==> src/rtl/rega_pkg.sv <==
// rtl/rega_pkg.sv - shared FSM encoding and default timing parameters for the level-sensor conditioner
package rega_pkg;

    typedef enum logic [1:0] {
        OCIOSO = 2'b00,
        REGA   = 2'b01,
        BLOQ   = 2'b10
    } estado_t;

    localparam int DEB_CYC_DEF   = 4;
    localparam int ASP_MIN_DEF   = 8;
    localparam int FALHA_CYC_DEF = 3;

endpackage

==> src/rtl/cond_sens_nivel_if.sv <==
// rtl/cond_sens_nivel_if.sv - raw sensor inputs and conditioned outputs; man_req exists only with COND_SENS_MANUAL_EN
interface cond_sens_nivel_if;

    logic nv0_raw;
    logic nv1_raw;
    logic umid_raw;
    logic clr_falha;
`ifdef COND_SENS_MANUAL_EN
    logic man_req;
`endif
    logic Nv0;
    logic Nv1;
    logic Asp;
    logic Falha;

`ifdef COND_SENS_MANUAL_EN
    modport master (output nv0_raw, nv1_raw, umid_raw, clr_falha, man_req,
                    input  Nv0, Nv1, Asp, Falha);
    modport slave  (input  nv0_raw, nv1_raw, umid_raw, clr_falha, man_req,
                    output Nv0, Nv1, Asp, Falha);
`else
    modport master (output nv0_raw, nv1_raw, umid_raw, clr_falha,
                    input  Nv0, Nv1, Asp, Falha);
    modport slave  (input  nv0_raw, nv1_raw, umid_raw, clr_falha,
                    output Nv0, Nv1, Asp, Falha);
`endif

endinterface

==> src/rtl/debounce_bit.sv <==
// rtl/debounce_bit.sv - single-bit debouncer, output flips after DEB_CYC consecutive disagreeing samples
module debounce_bit
    import rega_pkg::*;
#(
    parameter int DEB_CYC = DEB_CYC_DEF
) (
    input  logic clk,
    input  logic reset,
    input  logic i_raw,
    output logic o_deb
);

    logic [7:0] r_cnt;
    logic       r_deb;

    always_ff @(posedge clk) begin
        if (!reset) begin
            r_cnt <= 8'd0;
            r_deb <= 1'b0;
        end else if (i_raw == r_deb) begin
            r_cnt <= 8'd0;
        end else if (r_cnt == 8'(DEB_CYC - 1)) begin
            r_deb <= i_raw;
            r_cnt <= 8'd0;
        end else begin
            r_cnt <= r_cnt + 8'd1;
        end
    end

    assign o_deb = r_deb;

endmodule

==> src/rtl/cond_sens_nivel.sv <==
// rtl/cond_sens_nivel.sv - debounced tank/soil sensors, plausibility fault latch and irrigation request FSM
// Optional manual request input enabled by macro COND_SENS_MANUAL_EN.
module cond_sens_nivel
    import rega_pkg::*;
#(
    parameter int DEB_CYC   = DEB_CYC_DEF,
    parameter int ASP_MIN   = ASP_MIN_DEF,
    parameter int FALHA_CYC = FALHA_CYC_DEF
) (
    input  logic               clk,
    input  logic               reset,
    cond_sens_nivel_if.slave   bus
);

    logic w_nv0;
    logic w_nv1;
    logic w_umid;
    logic w_implaus;
    logic w_falha_set;
    logic w_pedido;
    logic w_solta;

    logic [7:0]  r_fcnt;
    logic        r_falha;
    estado_t     r_state;
    logic [15:0] r_hold;
    logic        r_asp;

    debounce_bit #(.DEB_CYC(DEB_CYC)) u_deb_nv0 (
        .clk   (clk),
        .reset (reset),
        .i_raw (bus.nv0_raw),
        .o_deb (w_nv0)
    );

    debounce_bit #(.DEB_CYC(DEB_CYC)) u_deb_nv1 (
        .clk   (clk),
        .reset (reset),
        .i_raw (bus.nv1_raw),
        .o_deb (w_nv1)
    );

    debounce_bit #(.DEB_CYC(DEB_CYC)) u_deb_umid (
        .clk   (clk),
        .reset (reset),
        .i_raw (bus.umid_raw),
        .o_deb (w_umid)
    );

    // Upper sensor wet while lower is dry cannot happen with healthy sensors.
    assign w_implaus   = w_nv1 & ~w_nv0;
    assign w_falha_set = w_implaus && (r_fcnt >= 8'(FALHA_CYC - 1));

`ifdef COND_SENS_MANUAL_EN
    assign w_pedido = w_umid | bus.man_req;
    assign w_solta  = ~w_umid & ~bus.man_req;
`else
    assign w_pedido = w_umid;
    assign w_solta  = ~w_umid;
`endif

    always_ff @(posedge clk) begin
        if (!reset) begin
            r_fcnt  <= 8'd0;
            r_falha <= 1'b0;
        end else begin
            if (!w_implaus)
                r_fcnt <= 8'd0;
            else if (r_fcnt < 8'(FALHA_CYC - 1))
                r_fcnt <= r_fcnt + 8'd1;

            if (w_falha_set)
                r_falha <= 1'b1;
            else if (bus.clr_falha && !w_implaus)
                r_falha <= 1'b0;
        end
    end

    // A fault rising on this edge already blocks entry to REGA from OCIOSO.
    always_ff @(posedge clk) begin
        if (!reset) begin
            r_state <= OCIOSO;
            r_hold  <= 16'd0;
            r_asp   <= 1'b0;
        end else begin
            case (r_state)
                OCIOSO: begin
                    if (r_falha || w_falha_set) begin
                        r_state <= BLOQ;
                        r_asp   <= 1'b0;
                    end else if (w_pedido) begin
                        r_state <= REGA;
                        r_hold  <= 16'd0;
                        r_asp   <= 1'b1;
                    end
                end
                REGA: begin
                    if (r_falha) begin
                        r_state <= BLOQ;
                        r_asp   <= 1'b0;
                    end else if (r_hold == 16'(ASP_MIN) && w_solta) begin
                        r_state <= OCIOSO;
                        r_asp   <= 1'b0;
                    end else if (r_hold != 16'(ASP_MIN)) begin
                        r_hold <= r_hold + 16'd1;
                    end
                end
                BLOQ: begin
                    if (!r_falha)
                        r_state <= OCIOSO;
                    r_asp <= 1'b0;
                end
                default: begin
                    r_state <= OCIOSO;
                    r_asp   <= 1'b0;
                end
            endcase
        end
    end

    assign bus.Nv0   = w_nv0;
    assign bus.Nv1   = w_nv1;
    assign bus.Asp   = r_asp;
    assign bus.Falha = r_falha;

endmodule

==> src/flat_wrapper.sv <==
// flat-port wrapper written by rule: the top's interface ports become plain ports
module cond_sens_nivel_flat import rega_pkg::*;
#(
    parameter int DEB_CYC   = DEB_CYC_DEF,
    parameter int ASP_MIN   = ASP_MIN_DEF,
    parameter int FALHA_CYC = FALHA_CYC_DEF
)
  (clk, reset, bus_nv0_raw, bus_nv1_raw, bus_umid_raw, bus_clr_falha, bus_Nv0, bus_Nv1, bus_Asp, bus_Falha);
  cond_sens_nivel_if bus_i ();
  input  logic clk;
  input  logic reset;
  input wire logic [$bits(bus_i.nv0_raw)-1:0] bus_nv0_raw;
  input wire logic [$bits(bus_i.nv1_raw)-1:0] bus_nv1_raw;
  input wire logic [$bits(bus_i.umid_raw)-1:0] bus_umid_raw;
  input wire logic [$bits(bus_i.clr_falha)-1:0] bus_clr_falha;
  output wire logic [$bits(bus_i.Nv0)-1:0] bus_Nv0;
  output wire logic [$bits(bus_i.Nv1)-1:0] bus_Nv1;
  output wire logic [$bits(bus_i.Asp)-1:0] bus_Asp;
  output wire logic [$bits(bus_i.Falha)-1:0] bus_Falha;
  assign bus_i.nv0_raw = bus_nv0_raw;
  assign bus_i.nv1_raw = bus_nv1_raw;
  assign bus_i.umid_raw = bus_umid_raw;
  assign bus_i.clr_falha = bus_clr_falha;
  assign bus_Nv0 = bus_i.Nv0;
  assign bus_Nv1 = bus_i.Nv1;
  assign bus_Asp = bus_i.Asp;
  assign bus_Falha = bus_i.Falha;
  cond_sens_nivel #(.DEB_CYC(DEB_CYC), .ASP_MIN(ASP_MIN), .FALHA_CYC(FALHA_CYC)) u_core (.clk(clk), .reset(reset), .bus(bus_i));
endmodule
==> config.mk <==
export PLATFORM = sky130hd
export DESIGN_NAME = cond_sens_nivel_flat
export DESIGN_NICKNAME = d
export VERILOG_FILES = /design/src/rtl/rega_pkg.sv /design/src/rtl/cond_sens_nivel_if.sv /design/src/rtl/debounce_bit.sv /design/src/rtl/cond_sens_nivel.sv /design/src/flat_wrapper.sv
export SDC_FILE = /design/constraint.sdc
export NUM_CORES = 1
export LEC_CHECK = 0
export ABC_AREA = 0
export CAP_MARGIN = 0
export CORE_MARGIN = 1.5
export CORE_UTILIZATION = 59
export CTS_CLUSTER_DIAMETER = 60
export DETAILED_ROUTE_END_ITERATION = 8
export PLACE_DENSITY = 0.78
export SYNTH_ARGS = -nofsm -noshare
export SYNTH_HDL_FRONTEND = slang
export SYNTH_SLANG_ARGS = --single-unit
==> constraint.sdc <==
create_clock -name clk -period 1.9 [get_ports clk]
set_input_delay 0.57 -clock clk [delete_from_list [all_inputs] [get_ports clk]]
set_output_delay 0.57 -clock clk [all_outputs]
set_load 0.03 [all_outputs]
After elaboration in Yosys (flattened, before gate mapping)
Cells that the tools add are included.
{"block": "totals", "ff_bits": 55, "input_bits": 6, "output_inout_bits": 4, "word_cells": 80}
{"block": "op_classes", "add_sub_neg": 5, "magnitude_cmp": 2, "eq_ne": 18, "muxes": 19, "bitwise": 7, "reduce_logical": 18}
{"operator": "16-bit 2-to-1 mux", "n": 5}
{"operator": "8-bit by 1-bit adder with 8-bit output (second input constant)", "n": 4}
{"operator": "16-bit one-hot mux with 2 select lines", "n": 1}
{"operator": "8-bit by 2-bit equality test with 1-bit output (second input constant)", "n": 3}
{"operator": "16-bit by 1-bit adder with 16-bit output (second input constant)", "n": 1}
{"operator": "16-bit by 4-bit equality test with 1-bit output (second input constant)", "n": 1}
{"operator": "16-bit by 4-bit inequality test with 1-bit output (second input constant)", "n": 1}
{"operator": "2-bit 2-to-1 mux", "n": 5}
{"operator": "2-bit inequality test (second input constant)", "n": 5}
{"operator": "2-bit AND reduction", "n": 5}
{"operator": "3-bit OR reduction", "n": 3}
{"operator": "8-bit by 2-bit >= comparator with 1-bit output (second input constant)", "n": 1}
{"operator": "8-bit by 2-bit less-than comparator with 1-bit output (second input constant)", "n": 1}
{"operator": "1-bit 2-to-1 mux", "n": 6}
{"operator": "1-bit inverter", "n": 6}
{"operator": "2-bit one-hot mux with 3 select lines", "n": 1}
{"operator": "6-bit AND reduction", "n": 1}
{"operator": "2-bit nonzero test", "n": 2}
{"operator": "1-bit equality test", "n": 3}
{"operator": "1-bit logical AND", "n": 3}
{"operator": "3-bit by 1-bit inequality test with 1-bit output (second input constant)", "n": 1}
{"operator": "3-bit by 2-bit inequality test with 1-bit output (second input constant)", "n": 1}
{"operator": "3-bit AND reduction", "n": 1}
{"operator": "2-bit by 1-bit equality test with 1-bit output (second input constant)", "n": 1}
{"operator": "7 further kinds", "n": 7}

Logic depth before layout (Yosys ltp)
{"block": "logic_depth", "depth_word": 6, "depth_mapped": 7, "ltp_nobuf": 6}

Cells and area by module
Synthesis repeated with hierarchy kept, for this count alone.
{"block": "unflattened", "cells_unflattened": 286, "area_unflattened_um2": 2519.9}
{"mod": "cond_sens_nivel", "instances": 1, "cells_each": 154, "area_per_inst_um2": 1360.1, "seq_area_each_um2": 560.5}
{"mod": "debounce_bit", "instances": 3, "cells_each": 44, "area_per_inst_um2": 386.6, "seq_area_each_um2": 180.2}

Worst setup path before layout
No wires, ideal clock.
{"block": "synth_timing", "kind": "reg2reg", "startpoint": "register u_core.r_hold[4]", "endpoint": "register u_core.r_hold[15]", "setup_time_ps": 71, "t_arrival_ps": 1625, "required_ps": 1829, "slack_ps": 204, "path_stages_with_launch": 6, "n_path_buf": 1, "cell_sequence": "dfxtp_1 -> nand4_2 -> or3_1 -> buf_6 -> or4_1 -> a21oi_1"}
{"block": "synth_via", "elab_chain_len": 5, "word_cells_on_any_way": 11}
{"element": "start, declared", "line": "cond_sens_nivel.sv:26", "rtl": "logic [15:0] r_hold;"}
{"element": "start signal, assigned", "line": "cond_sens_nivel.sv:105", "rtl": "r_hold <= r_hold + 16'd1;"}
{"element": "16-bit by 1-bit adder with 16-bit output", "line": "cond_sens_nivel.sv:105"}
{"element": "16-bit 2-to-1 mux", "line": "cond_sens_nivel.sv:104", "rtl": "end else if (r_hold != 16'(ASP_MIN)) begin"}
{"element": "16-bit 2-to-1 mux", "line": "cond_sens_nivel.sv:101", "rtl": "end else if (r_hold == 16'(ASP_MIN) && w_solta) begin"}
{"element": "16-bit 2-to-1 mux", "line": "cond_sens_nivel.sv:98", "rtl": "if (r_falha) begin"}
{"element": "16-bit one-hot mux with 2 select lines", "line": "cond_sens_nivel.sv:86", "rtl": "case (r_state)"}
Parallel ways exist; a longest one is shown, timed or not. The select of a mux whose other input is x is not followed.
A chain may end at the register's enable or synchronous reset.

Worst setup path after layout
{"block": "layout_timing", "startpoint": "register u_core.r_hold[6]", "endpoint": "register u_core.r_hold[15]"}
The elaborated chain is that of the path after synthesis.

==> flow_summary.toml <==
[floorplanning]
start_util = 0.632
rows = 22
ios = 10
core-area_mm2 = 0.00377
dieArea_mm2 = 0.00443
die-width_um = 66.5
die_h_um = 66.5

[synth]
synth_edf_count = 0
yosysMostFrequentCell = "dfxtp_1"
yosys.area.top_type_share = 0.462
synth_cells = 269
async_flop_share = 0
syn_nets = 282
yosys.area.top_type = "dfxtp_1"
syn_area_mm2 = 0.00238
yosys_warnings = 0
synth_common_cells = "dfxtp_1 (55), nor2_1 (42), nand3_1 (28)"
yosys.cell_types.count = 39
synth_seq_area_share = 0.462
synth_flop_cell = "dfxtp_1"
ys_ff_latch = 55
syn_avg_cell_area_um2 = 8.86
ys_top_cells_by_area = "dfxtp_1 (46%), xor2_1 (7.7%), nor2_1 (6.6%)"

[routing]
wl_met1_um = 2170
highest_layer = "met4"
ant_nets = 0
first_iter_violations = 77
routed_via_density = 5.53
wl_met2_um = 2020
dr_wl_met3_um = 119
drc_errors = 0
dr.pass1.iters = 4
vias = 1857
wl_um = 4380
routedWlPerCell_um = 13.0

[setup_path]
arrival_ns = 1.99
timing.rr.start = "u_core.r_hold[6]"
crit_fanout = 10
worstSetupStartpointType = "register"
timing.rr.end = "u_core.r_hold[15]"
critPathKind = "reg2reg"
reg2reg_depth = 4
r2r_slack_ns = 0.15
critical_path_required_ns = 2.14
crit_path_end_kind = "register"

[global_routing]
grt_usage = 0.224
first_global_vias = 1804
grt_overflow_total = 0
antenna_found_initial = 0
grt_pass1_wl_um = 7670
grt_max_degree = 18

[clock_tree]
cts.root.buffer_cell = "clkbuf_8"
cts_tree = "done"
cts_buffers = 5
htreeDepth = 2
cts_buffer_depth = 2
clk_pin_slew_worst_paths_ns = 0.09
cts.sinks = 55
clk_latency_ns = 0.31
post_cts_buffers = 0

[timing]
fmax_ghz = 0.571
maxSlewViolCount = 0
fin_ws_ns = 0.147
worstMarginPinSlew_ns = 0.397
fin_tns_setup_ns = 0
rsz0062_at_grt = "no"
setup_viol = 0
final_hold_viol_count = 0
skew_ns = 0.00389
min_period_ns = 1.75
max_slew_margin = 0.731
min_period_over_period = 0.922

[worst_hold_path]
hp-start = "u_core.r_fcnt[7]"
hold_depth = 1
holdPathEnd = "u_core.r_fcnt[7]"
hp-class = "reg2reg"

[flow_run]
cap_violations = 0

[cells_and_area]
layout.nets = 300
synthToLayoutAreaGrowth_pct = 13.3
finalInstanceArea_mm2 = 0.00270
drive_gt1_frac = 0.0799
num_antenna_cells = 0
multi_input_comb_area_mm2 = 0.00122
finalCoreUtilization = 0.716
regArea_mm2 = 0.00110
final.fill_count = 317

[power]
power_mw = 2.12
power.density_mw_per_mm2 = 785
p_leak_nw = 1.01
ir_worst_vdd_mv = 0.673

[placement]
place_ws_ns = 0.0865
dpl_cell_area_mm2 = 0.00256
port_buffers = 9
gp_congestion = 0.801
place_hpwl_um = 3160

[outcome]
status = "finished, final reports clean"
-- logic make-up after synthesis --
logic type | Yosys count | share of synthesized area
adder cells (fa/ha/maj) | 7 | 0.0368
buffers and inverters | 16 | 0.0289
XOR/XNOR | 30 | 0.110
AO/OA/AOI/OAI | 26 | 0.0630
AND/OR/NAND/NOR | 134 | 0.295
multiplexers | 1 | 0.00420
flip-flops | 55 | 0.462
-- area by class of cell --
type / instances / area share
Clock buffer: 5 / 0.0255
Clock inverter: 3 / 0.0250
Inverter: 11 / 0.0153
Multi-Input combinational cell: 198 / 0.453
Sequential cell: 55 / 0.408
Tap cell: 48 / 0.0222
Timing Repair Buffer: 16 / 0.0510
-- layout by cell type (no fill, tap or decap), drive strengths merged, types with 8 or more instances in the layout --
| master | n |
|---|---|
| nand3 | 28 |
| nand2 | 13 |
| xnor2 | 9 |
| inv | 11 |
| a21oi | 13 |
| and3 | 8 |
| nor2 | 42 |
| xor2 | 21 |
| dfxtp | 55 |
-- worst max-delay path: stages (launching register included) --
cell and delay [ns]:
dfxtp_1 0.42, nand4_2 0.16, or3_4 0.45, or4_1 0.51, a21oi_1 0.15
-- repair_timing --
action | in CTS | in global routing
gates resized for setup | 4 | 2
hold buffers | 0 | 0
endpoints found under the setup margin | 4 | 10
-- per-layer routing --
metal / vias to the layer above / global-route usage
met4: 0 / 0.0867
met1: 856 / 0.286
met5: - / 0
met3: 7 / 0.0490
met2: 21 / 0.370
li1: 973 / -
-- per-stage QoR --
stage               hold WS (ns)  std cells
floorplan                  0.430        269
global placement           0.445        328
detailed placement         0.448        328
CTS                        0.474        336
global route               0.492        336
finish                     0.468        336
-- worst max-delay path by stage --
stage                          start                end  cells after the start
finish              u_core.r_hold[6]  u_core.r_hold[15]                      4
global route        u_core.r_hold[6]  u_core.r_hold[14]                      4
CTS                 u_core.r_hold[6]  u_core.r_hold[15]                      4
detailed placement  u_core.r_hold[6]  u_core.r_hold[15]                      4
global placement    u_core.r_hold[6]  u_core.r_hold[12]                      4
floorplan           u_core.r_hold[4]  u_core.r_hold[15]                      5
-- power breakdown --
group | leakage, nW | total, mW | internal (mW) | switching (mW)
logic | 0.503 | 0.0588 | 0.0246 | 0.0342
clock network | 0.0644 | 0.892 | 0.525 | 0.367
registers | 0.444 | 1.17 | 1.16 | 0.00912
-- state kept, by name, summed over array words and instances (netlist names) --
| signal | count |
|---|---|
| u_core.bus.Asp | 1 |
| u_core.bus.Falha | 1 |
| u_core.r_fcnt | 8 |
| u_core.r_hold | 16 |
| u_core.r_state | 2 |
| u_core.u_deb_nv0.o_deb | 1 |
| u_core.u_deb_nv0.r_cnt | 8 |
| u_core.u_deb_nv1.o_deb | 1 |
| u_core.u_deb_nv1.r_cnt | 8 |
| u_core.u_deb_umid.o_deb | 1 |
| u_core.u_deb_umid.r_cnt | 8 |
Note: power is estimated with default switching activity, not from simulation.
==> RTL change 1, RTL diff (same settings) <==
The 3 values of `estado_t` get a one-hot encoding in 3 bits.
--- a/src/rtl/rega_pkg.sv
+++ b/src/rtl/rega_pkg.sv
@@ -1,10 +1,10 @@
 // rtl/rega_pkg.sv - shared FSM encoding and default timing parameters for the level-sensor conditioner
 package rega_pkg;
 
-    typedef enum logic [1:0] {
-        OCIOSO = 2'b00,
-        REGA   = 2'b01,
-        BLOQ   = 2'b10
+    typedef enum logic [2:0] {
+        OCIOSO = 3'b001,
+        REGA   = 3'b010,
+        BLOQ   = 3'b100
     } estado_t;
 
     localparam int DEB_CYC_DEF   = 4;
Behaviour: no difference found for any inputs over 10 cycles, from zero or initial values and one cycle with reset low; not proved beyond that.
==> RTL change 1 against the unedited design <==
  * Critical path depth grew 4
  * The run now ends with negative setup slack left
  * Wire length rose by 17%
  * Sequential cell count up 1
  * Worst setup slack worse by 0.34 ns
  * Synthesized area grew 9.9%
  * Largest power group unchanged
  * Power is 2.8% higher
  * Cell area rose by 18%
  * Clock skew up 0.00060 ns
  * Clock power rose by 2.8%
  * Sequential share of layout area fell by 5.5 points
  * Combinational power increased by 23%
==> RTL change 1: results (changes against the unedited design) <==
[global_routing]
grt_usage_pct=22.5  ; +0.097 points
first_global_vias=2105  ; +17%
grt_max_degree=19  ; +1
grt_pass1_wl_mm=9.05  ; +18%

[yosys]
ys_seq_area_share_pct=42.8  ; -3.4 points
netlist-cell-type-count=47  ; +21%
async_flop_share_pct=0  ; unchanged
synth.area.top_cells=dfxtp_1 43%, nor2_1 6.2%, xor2_1 5.0%, nand3_1 4.8%, ha_1 3.3%
synth_cells=296  ; +10%
synth_nets=309  ; +9.6%
ys_warn_count=0  ; unchanged
synthTopCellsByCount=56 x dfxtp_1, 43 x nor2_1, 25 x nand3_1

[cts]
clockBufferDepth=2  ; unchanged
clkSlewWorstSetupHoldPaths_ns=0.10
cts_made_buffers=5  ; unchanged
htree_levels=2  ; unchanged
cts-root-buf=clkbuf_8
clk_latency_ns=0.30

[drt]
dr.pass1.iters=4  ; unchanged
first_iter_violations=214  ; +180%
wl_met3_um=159  ; +34%
vias=2179  ; +17%
routed_wl_mm=5.13  ; +17%
wl_met2_mm=2.39  ; +18%
wl_met1_mm=2.49  ; +15%
routed_via_density=5.63  ; +1.9%

[placement]
pre_cts_slack_ns=-0.228  ; -0.315 ns
numPortBuffers=9  ; unchanged
dp.cells=377  ; +15%
place_hpwl_mm=3.67  ; +16%
gp_congestion=0.846  ; +5.6%

[final_layout]
num-fill-cells=327  ; +3.2%
largest_register_ffs=16  ; unchanged
drive_gt1_share_pct=20.9  ; +13 points
diodes=0  ; unchanged
nNetsFinal=347  ; +16%

[worst_setup_path]
r2r_slack_ns=-0.19  ; -0.34 ns
worstPathArrival_ns=2.33  ; +0.34 ns
path_max_fanout=9  ; -1

[sta]
clock_skew_ns=0.00449  ; +0.000598 ns
worst_pin_slew_ns=0.444  ; +0.0469 ns
whs_ns=0.476  ; +0.00750 ns
tns_ns=-1.88  ; -1.88 ns
finalSetupViolCount=15  ; +15
finalWorstSetupSlack_ns=-0.189  ; -0.337 ns

[outcome]
status=finished, violations left
violations=negative setup slack

[worst_hold_path]
hp-class=flip-flop to flip-flop

[power_and_ir_drop]
p_leak_nw=1.22  ; +20%
ir_drop_mv=0.641  ; -4.8%

-- RTL change 1: final cells by class --
cell class	instances	area share, %
Multi-Input combinational cell	222	47.3
Inverter	11	1.30
Sequential cell	56	35.3
Clock buffer	5	2.16
Tap cell	52	2.05
Timing Repair Buffer	38	9.76
Clock inverter	3	2.16
-- RTL change 1: repair_timing --
item,in CTS,in global routing
pin swaps,5,4
endpoints found under the hold margin,0,0
setup buffers,1,2
gates resized for setup,7,18
setup endpoints to repair,20,19
-- RTL change 1: cells by family (layout without fill, tap and decap cells) --
| family | Yosys count | after routing | share of synthesized area (%) |
|---|---|---|---|
| XOR/XNOR | 23 | 23 | 7.69 |
| flip-flops | 56 | 56 | 42.8 |
| adder cells (fa/ha/maj) | 7 | 7 | 3.34 |
| multiplexers | 7 | 7 | 2.68 |
| AND/OR/NAND/NOR | 144 | 144 | 29.9 |
| AO/OA/AOI/OAI | 41 | 41 | 10.3 |
| buffers and inverters | 18 | 57 | 3.34 |
-- RTL change 1: report_power, final --
part | switching [W] | internal [W]
registers | 0.00000786 | 0.00118
logic | 0.0000416 | 0.0000309
clock network | 0.000387 | 0.000530
total | 0.000436 | 0.00174
-- RTL change 1: metrics by stage --
step	total power, W	area, µm²
finish	0.00218	3180
CTS	0.00220	3100
global placement	0.00128	2940
floorplan	0.00126	2630
global route	0.00225	3180
detailed placement	0.00129	2940
-- RTL change 1: worst paths after layout --
kind | to | start | cells past startpoint
setup / recovery | u_core.r_hold[8] | u_core.r_fcnt[0] | 8
hold / removal | u_core.u_deb_nv1.r_cnt[0] | u_core.u_deb_nv1.r_cnt[0] | 1
setup reg to reg | u_core.r_hold[8] | u_core.r_fcnt[0] | 8
hold reg to reg | u_core.u_deb_nv1.r_cnt[0] | u_core.u_deb_nv1.r_cnt[0] | 1
-- RTL change 1: worst max-delay path, stage by stage, from the launching register on --
cell and delay (ns):
dfxtp_2 0.35, inv_2 0.03, ha_2 0.16, or4_4 0.48, o21ai_4 0.17, a32oi_4 0.18, buf_6 0.19, or3_1 0.32
a21oi_1 0.14
-- RTL change 1: per-layer routing --
| layer | vias to the layer above | GRT usage [%] |
|---|---|---|
| met5 | - | 0 |
| met4 | 0 | 9.19 |
| met3 | 10 | 3.92 |
| met2 | 37 | 36.3 |
| met1 | 1006 | 30.1 |
| li1 | 1126 | - |
==> RTL change 2, RTL diff (same flow settings) <==
Without the edit above. Reset style: asynchronous (`reset`), changed in 3 clocked blocks.
--- a/src/rtl/debounce_bit.sv
+++ b/src/rtl/debounce_bit.sv
@@ -13,7 +13,7 @@
     logic [7:0] r_cnt;
     logic       r_deb;
 
-    always_ff @(posedge clk) begin
+    always_ff @(posedge clk or negedge reset) begin
         if (!reset) begin
             r_cnt <= 8'd0;
             r_deb <= 1'b0;
--- a/src/rtl/cond_sens_nivel.sv
+++ b/src/rtl/cond_sens_nivel.sv
@@ -59,7 +59,7 @@
     assign w_solta  = ~w_umid;
 `endif
 
-    always_ff @(posedge clk) begin
+    always_ff @(posedge clk or negedge reset) begin
         if (!reset) begin
             r_fcnt  <= 8'd0;
             r_falha <= 1'b0;
@@ -77,7 +77,7 @@
     end
 
     // A fault rising on this edge already blocks entry to REGA from OCIOSO.
-    always_ff @(posedge clk) begin
+    always_ff @(posedge clk or negedge reset) begin
         if (!reset) begin
             r_state <= OCIOSO;
             r_hold  <= 16'd0;
Behaviour: differs if reset is asserted again (counterexample within 10 cycles, from zero or initial values and one cycle with reset low); with reset held inactive, the same outputs for 10 cycles.
==> RTL change 2 against the unedited design <==
  * The run now ends with negative setup slack left
  * Sequential cell count did not move
  * Non-clock buffer count rose by 7
  * Worst setup slack got worse by 0.23 ns
  * Synthesized area rose by 13%
  * Wire length rose by 15%
  * Cell area rose by 14%
  * Worst hold slack got worse by 0.30 ns
  * Cell count rose by 3.9%
Power is not compared: it rests on default switching activity, and its combinational part moved more than twofold at a synthesized area within 25%.
==> RTL change 2: results (changes against the unedited design) <==
[drt]
wl_met2_mm=2.52  ; +25%
first_iter_violations=106  ; +38%
wl_met3_um=149  ; +25%
wl_met1_mm=2.32  ; +6.6%
routed_wl_mm=5.05  ; +15%
routed_via_density=5.82  ; +5.3%

[global_routing]
grt_util_met3_pct=5.41  ; +0.51 points
first_global_vias=1981  ; +9.8%
use_met1_pct=30.2  ; +1.6 points
grt_usage_pct=22.8  ; +0.34 points
met2_usage_pct=36.9  ; -0.10 points
grt_pass1_wl_mm=8.96  ; +17%

[worst_setup_path]
crit_path_end=u_core.r_hold[12]
r2r_slack_ns=-0.08  ; -0.23 ns
rr_startpoint=u_core.r_fcnt[1]
worstPathArrival_ns=2.19  ; +0.20 ns
crit_path_start=u_core.r_fcnt[1]
r2r_cells=7  ; +3
path_max_fanout=11  ; +1
slowest_stage=dfrtp_1

[final_layout]
clkbuf_count=8  ; +3
inverters=6  ; -5
nNetsFinal=309  ; +3.0%
clk_share_pct=3.25  ; -1.8 points
nNonClkBuffers=23  ; +7
num-fill-cells=339  ; +6.9%
seq-cell-share_pct=44.7  ; +3.9 points
buffer_area_share_pct=6.54  ; +1.4 points

[placement]
pre_cts_slack_ns=-0.123  ; -0.209 ns
gp_congestion=0.810  ; +1.1%
dpl_cell_area_mm2=0.00292  ; +14%

[sta]
clock_skew_ns=0.00930  ; +0.00540 ns
finalWorstSetupSlack_ns=-0.0819  ; -0.229 ns
finalSetupViolCount=13  ; +13
tns_ns=-0.670  ; -0.670 ns

[yosys]
synthTopCellsByCount=55 x dfrtp_1, 37 x nor2_1, 23 x nand2_1
ys_seq_area_share_pct=51.1  ; +4.9 points
synth_nets=286  ; +1.4%
netlist-cell-type-count=37  ; -5.1%
async_flop_share_pct=100  ; +100 points
synthFlopType=dfrtp_1

[worst_hold_path]
hp-class=primary input to asynchronous set/reset pin

[outcome]
status=finished, violations left
violations=negative setup slack

[cts]
cts_resized=7  ; +3
post_cts_buffers=1  ; +1

-- RTL change 2: cell families (layout without fill, tap and decap cells) --
group                    count (synthesis)  after routing  synth area share, %
AND/OR/NAND/NOR                        122            122                 22.5
flip-flops                              55             55                 51.1
AO/OA/AOI/OAI                           51             51                 12.3
XOR/XNOR                                22             22                 7.16
buffers and inverters                   13             37                 2.37
adder cells (fa/ha/maj)                  7              7                 3.25
multiplexers                             3              3                 1.26
-- RTL change 2: how the worst min path moves through the flow --
| stage | startpoint | to | slack, ns | depth (start not counted) |
|---|---|---|---|---|
| global placement | u_core.u_deb_umid.r_cnt[0] | u_core.u_deb_umid.r_cnt[0] | 0.44 | 1 |
| global route | reset | u_core.r_state[1] | 0.17 | 1 |
| floorplan | reset | u_core.bus.Asp | 0.27 | 0 |
| CTS | reset | u_core.r_state[1] | 0.16 | 1 |
| finish | reset | u_core.r_hold[4] | 0.17 | 1 |
| detailed placement | u_core.u_deb_umid.r_cnt[0] | u_core.u_deb_umid.r_cnt[0] | 0.45 | 1 |
